`config.mk`:
```
export PLATFORM = sky130hd
export DESIGN_NAME = btn_conditioner
export DESIGN_NICKNAME = d
export VERILOG_FILES = /design/src/rtl/btn_conditioner.sv
export SDC_FILE = /design/constraint.sdc
export NUM_CORES = 1
export LEC_CHECK = 0
export CAP_MARGIN = 20
export CORE_MARGIN = 2
export CORE_UTILIZATION = 38
export CTS_CLUSTER_DIAMETER = 200
export CTS_CLUSTER_SIZE = 28
export DETAILED_ROUTE_END_ITERATION = 7
export GPL_TIMING_DRIVEN = 0
export HOLD_SLACK_MARGIN = 0.15
export PLACE_DENSITY = 0.59
export SLEW_MARGIN = 25
export SYNTH_ARGS = -nofsm -noshare
export SYNTH_HDL_FRONTEND = slang
export SYNTH_SLANG_ARGS = --single-unit
```
`constraint.sdc`:
```
create_clock -name clk -period 2.7 [get_ports clk]
set_input_delay 0.54 -clock clk [delete_from_list [all_inputs] [get_ports clk]]
set_output_delay 0.54 -clock clk [all_outputs]
set_load 0.02 [all_outputs]
```
`src/rtl/btn_conditioner.sv`:
```
// btn_conditioner: synchronise, debounce and one-shot the start/stop/inc buttons.
// Define AUTO_REPEAT_EN to compile in the inc auto-repeat FSM.
module btn_conditioner #(
  parameter int DEBOUNCE_MS   = 20,
  parameter int REPEAT_DELAY  = 500,
  parameter int REPEAT_PERIOD = 100
) (
  input  logic       clk,
  input  logic       rst,
  input  logic       btn_start,
  input  logic       btn_stop,
  input  logic       btn_inc,
  output logic       start,
  output logic       stop,
  output logic       inc,
  output logic [2:0] btn_level
);
  logic [2:0] raw, s1, s2, lvl, prv, rise;
  logic [7:0] cnt [3];

  if (DEBOUNCE_MS < 1 || DEBOUNCE_MS > 255 || REPEAT_DELAY < 1 || REPEAT_DELAY > 4095 ||
      REPEAT_PERIOD < 1 || REPEAT_PERIOD > 4095) begin : g_bad_param
    $error("btn_conditioner: parameter out of range");
  end

  assign raw = {btn_inc, btn_stop, btn_start};
  assign rise = lvl & ~prv;
  assign btn_level = lvl;

  always_ff @(posedge clk or negedge rst) begin
    if (!rst) begin
      s1 <= '0;
      s2 <= '0;
      lvl <= '0;
      prv <= '0;
      start <= 1'b0;
      stop <= 1'b0;
      for (int i = 0; i < 3; i++) cnt[i] <= '0;
    end else begin
      s1 <= raw;
      s2 <= s1;
      prv <= lvl;
      // stop wins a same-cycle conflict; start is simply dropped
      start <= rise[0] & ~rise[1];
      stop <= rise[1];
      for (int i = 0; i < 3; i++) begin
        if (s2[i] == lvl[i]) cnt[i] <= '0;
        else if (cnt[i] == 8'(DEBOUNCE_MS - 1)) begin
          lvl[i] <= s2[i];
          cnt[i] <= '0;
        end else cnt[i] <= cnt[i] + 8'd1;
      end
    end
  end

`ifdef AUTO_REPEAT_EN
  typedef enum logic [1:0] {IDLE, HOLD, REPEAT} state_t;
  state_t state;
  logic [11:0] rcnt;

  // entering HOLD on the same edge the press pulse is registered keeps repeats at press + delay
  always_ff @(posedge clk or negedge rst) begin
    if (!rst) begin
      state <= IDLE;
      rcnt <= '0;
      inc <= 1'b0;
    end else begin
      inc <= rise[2];
      case (state)
        IDLE: if (rise[2]) begin
          state <= HOLD;
          rcnt <= '0;
        end
        HOLD: if (!lvl[2]) state <= IDLE;
        else if (rcnt == 12'(REPEAT_DELAY - 1)) begin
          inc <= 1'b1;
          rcnt <= '0;
          state <= REPEAT;
        end else rcnt <= rcnt + 12'd1;
        REPEAT: if (!lvl[2]) state <= IDLE;
        else if (rcnt == 12'(REPEAT_PERIOD - 1)) begin
          inc <= 1'b1;
          rcnt <= '0;
        end else rcnt <= rcnt + 12'd1;
        default: state <= IDLE;
      endcase
    end
  end
`else
  always_ff @(posedge clk or negedge rst) begin
    if (!rst) inc <= 1'b0;
    else inc <= rise[2];
  end
`endif
endmodule
```
After elaboration in Yosys (flattened, before gate mapping) --
Cells that the tools add are included. Widths: inputs -> output; s select.
Cells by class: add/sub/neg operators 3, multipliers 0, divide/modulo/power cells 0, order comparisons 0, equality and inequality tests 6, shifts and indexed selects 0, multiplexer cells 6, bitwise gates (word level) 7, reduce and logical (&&, ||, !) cells 3
Operators with widths (count):
- $mux 8 | 6
- $add 8x1->8 const B | 3
- $eq 8x5->1 const B | 3
- $reduce_and 2->1 | 3
- $not 1->1 | 4
- $and 3x3->3 | 1
- $eq 1x1->1 | 3
- $not 3->3 | 1
- $and 1x1->1 | 1
Storage, ports and cells: register bits 39, latch bits 0, RAM bits 0, ROM bits 0, input port bits 5, output and inout port bits 6, word-level logic and storage cells 37, memories kept 0

Logic depth before layout (Yosys ltp) --
depth in word-level cells 4, depth in mapped cells 4, gate-level depth less buffers 4

Worst setup path before layout --
No wires, ideal clock.
path type reg-to-reg, start register cnt[0] (netlist name), end register lvl[2] (netlist: btn_level[2]), library setup time 0.128 ns, arrival time 1.516 ns, required time 2.572 ns, setup slack 1.056 ns, stages on the path, launching flop included 5, buffers on the path 0, period minus slack after synthesis 1.644 ns, cells stage by stage dfrtp_1 > ha_1 > or4b_4 > nor4_2 > mux2_1
On the way: longest elaborated chain between the ends 2
RTL lines:
- start, declared | line 19 | logic [7:0] cnt [3];
- start signal, assigned by index | line 51 | end else cnt[i] <= cnt[i] + 8'd1;
- $eq 8x5->1 | line 48 | else if (cnt[i] == 8'(DEBOUNCE_MS - 1)) begin
- $reduce_and 2->1 (no line)
- end signal, assigned by index | line 49 | lvl[i] <= s2[i];
- end, declared | line 18 | logic [2:0] raw, s1, s2, lvl, prv, rise;
No other way between the ends. A chain may end at the register's enable or synchronous reset.

Worst setup path in the final report --
start register lvl[2] (netlist: btn_level[2]), end output port btn_level[2]
RTL lines:
- end, declared | line 16 | output logic [2:0] btn_level
No word-level cell between the ends.

==> impl_metrics.json <==
{
  "hold_start": "s1[1]",
  "clk_latency_ns": 0.29,
  "drtIter0Drc": 55,
  "final_cells": 218,
  "fp.dieW_um": 70.05,
  "utilization": 0.4654,
  "cp.arrival_ns": 1.37,
  "cts_root_buf": "clkbuf_8",
  "grt_max_degree": 31,
  "power.total_mw": 1.247,
  "fin_skew_ns": 0.008140,
  "dp_cells": 209,
  "final.min_clock_period_ns": 1.908,
  "rsz0062_at_grt": "false",
  "syn_nets": 157,
  "netlist.area_leader.share": 0.5887,
  "cts_tree": "yes",
  "fin_tns_setup_ns": 0,
  "hpwl_mm": 1.904,
  "clkTransAtPathRegs_ns": 0.08,
  "hp-class": "reg2reg",
  "synth.cell_area_sq_mm": 0.001658,
  "wl_per_cell_um": 12.16,
  "reg2reg_to": "cnt[2]",
  "fillers": 394,
  "path_max_fanout": 6,
  "crit_buf_inv": 1,
  "clock-sinks": 39,
  "worst_pin_slew_ns": 0.4820,
  "fin_crit_sh": 0.7066,
  "antenna_left": 0,
  "postLayoutCellArea_sq_mm": 0.001984,
  "overflow": 0,
  "hold_viol_final": 0,
  "ys_warn_count": 0,
  "postPlaceCellArea_sq_mm": 0.001838,
  "r2r_slack_ns": 0.92,
  "grt_first_pass_wirelength_mm": 5.016,
  "synth-seq-area-share": 0.5887,
  "min_path_cells": 0,
  "cap_violations": 0,
  "slowest_delay_ns": 0.64,
  "cts_resized": 0,
  "p_leak_nw": 0.8585,
  "ios": 11,
  "drt_first_pass_iters": 4,
  "insertedDiodeCount": 0,
  "crit_path_start_kind": "flip-flop",
  "regArea_sq_um": 975.9,
  "drive_gt1_frac": 0.09639,
  "critical-path-top-delay-family": "buffers and inverters",
  "core_area_sq_mm": 0.004264,
  "cp_data_required_time_ns": 2.16,
  "nets": 176,
  "power_density_mw_per_mm2": 628.4,
  "synthToLayoutAreaGrowth_pct": 19.70,
  "grt_pass1_vias": 1127,
  "synth_top_cell_by_area": "dfrtp_1",
  "numCtsBuffers": 5,
  "antenna_found_initial": 0,
  "syn_avg_cell_area_sq_um": 11.36,
  "cts_buffer_depth": 2,
  "multiInputGateArea_sq_um": 644.4,
  "cp_cell_sequence": "clkdlybuf4s50_1",
  "h-tree-depth": 2,
  "die_y_um": 70.05,
  "die-area_sq_mm": 0.004907,
  "port_buffers": 10,
  "endpoint_kind": "output port",
  "path_class": "reg2out",
  "finalSetupViolCount": 0,
  "outcome": "completed",
  "start_util": 0.3888,
  "track_usage": 0.1285,
  "min_to": "s2[1]",
  "critPathSlowestCell": "clkdlybuf4s50_1",
  "fmax_mhz": 524.1,
  "final_max_slew_viol_count": 0,
  "relSlewSlack": 0.6751,
  "vias": 1103,
  "viasPerCell": 5.060,
  "std_cell_rows": 24,
  "synth.distinct_cells": 26,
  "postRouteWirelength_mm": 2.651,
  "place.gp.congestion": 0.7360,
  "vdd_ir_drop_max_v": 0.0004307,
  "synthCells": 146,
  "reg2reg_depth": 4,
  "synth_top_cells_by_area": "dfrtp_1 59%, ha_1 4.5%, nand3_1 3.9%",
  "drcViolationCount": 0,
  "r2r_start": "cnt[0]",
  "ys_seq_elements": 39
}
==> cells by family after synthesis <==
logic type,Yosys count,share of synthesized area
flip-flops,39,0.5887
XOR/XNOR,11,0.05811
AO/OA/AOI/OAI,25,0.09132
AND/OR/NAND/NOR,53,0.1736
adder cells (fa/ha/maj),6,0.04528
buffers and inverters,9,0.02264
multiplexers,3,0.02038
==> what timing repair did <==
item,in CTS,in global routing
hold endpoints to repair,9,0
buffers inserted,0,0
hold buffers,1,0
==> registers in the layout, summed over array words and instances (netlist names) <==
| name | count |
|---|---|
| start | 1 |
| s2 | 3 |
| btn_level | 3 |
| stop | 1 |
| s1 | 3 |
| inc | 1 |
| cnt | 24 |
| prv | 3 |
==> cell usage after synthesis, drive strengths merged <==
cell type and number:
o21ai 9, nand4 3, nand3 13, o41ai 1, xor2 5, or4b 1
a211o 1, nor4 2, or3 9, o311ai 1, and3 1, nor4b 1
nor3b 1, a21oi 11, nor2b 3, xnor2 6, a31o 2, nand2 4
dfrtp 39, mux2 3, nand2b 1, inv 8, nor2 14, buf 1
ha 6
==> worst max path at each step <==
stage                 startpoint           end  slack [ns]  cells past startpoint
floorplan                 cnt[0]  btn_level[2]        1.06                      4
global placement             rst       cnt[16]        0.19                      1
detailed placement        cnt[0]        cnt[2]        0.91                      4
CTS                 btn_level[2]  btn_level[2]        0.77                      1
global route        btn_level[2]  btn_level[2]        0.71                      1
finish              btn_level[2]  btn_level[2]        0.79                      1
==> layout make-up <==
type	count	share of cell area
sequential	39	0.4918
multi-input combinational	98	0.3247
timing repair buffer	12	0.06305
clock buffer	5	0.03468
clock inverter	3	0.03405
tap	52	0.03279
inverter	8	0.01513
buffer	1	0.003783
==> power breakdown <==
part	switching (mW)	total [mW]	internal, mW	leakage, nW
clock network	0.202	0.571	0.368	0.0644
registers	0.0190	0.618	0.599	0.523
logic	0.0325	0.0583	0.0258	0.271
==> layout by cell type (no fill, tap or decap), drive strengths merged, types with 4 or more instances in the layout <==
master / count
a21oi: 11
clkbuf: 5
clkdlybuf4s50: 9
dfrtp: 39
ha: 6
inv: 8
nand2: 4
nand3: 13
nor2: 14
o21ai: 9
or3: 9
xnor2: 6
xor2: 5
==> metal layers <==
metal	GRT usage	vias up	wire length, um
li1	-	547	-
met1	0.1682	535	1311
met2	0.1947	16	1202
met3	0.04040	5	100
met4	0.05983	0	36
met5	0	-	0
==> through the flow <==
step	worst slack [ns]	hold WS [ns]
after floorplan	1.056	0.2444
after global placement	0.1929	0.3343
after detailed placement	0.9078	0.3355
after CTS	0.7734	0.3521
after global routing	0.7055	0.3601
final	0.7921	0.3508
Note: power is estimated with default switching activity, not from simulation.
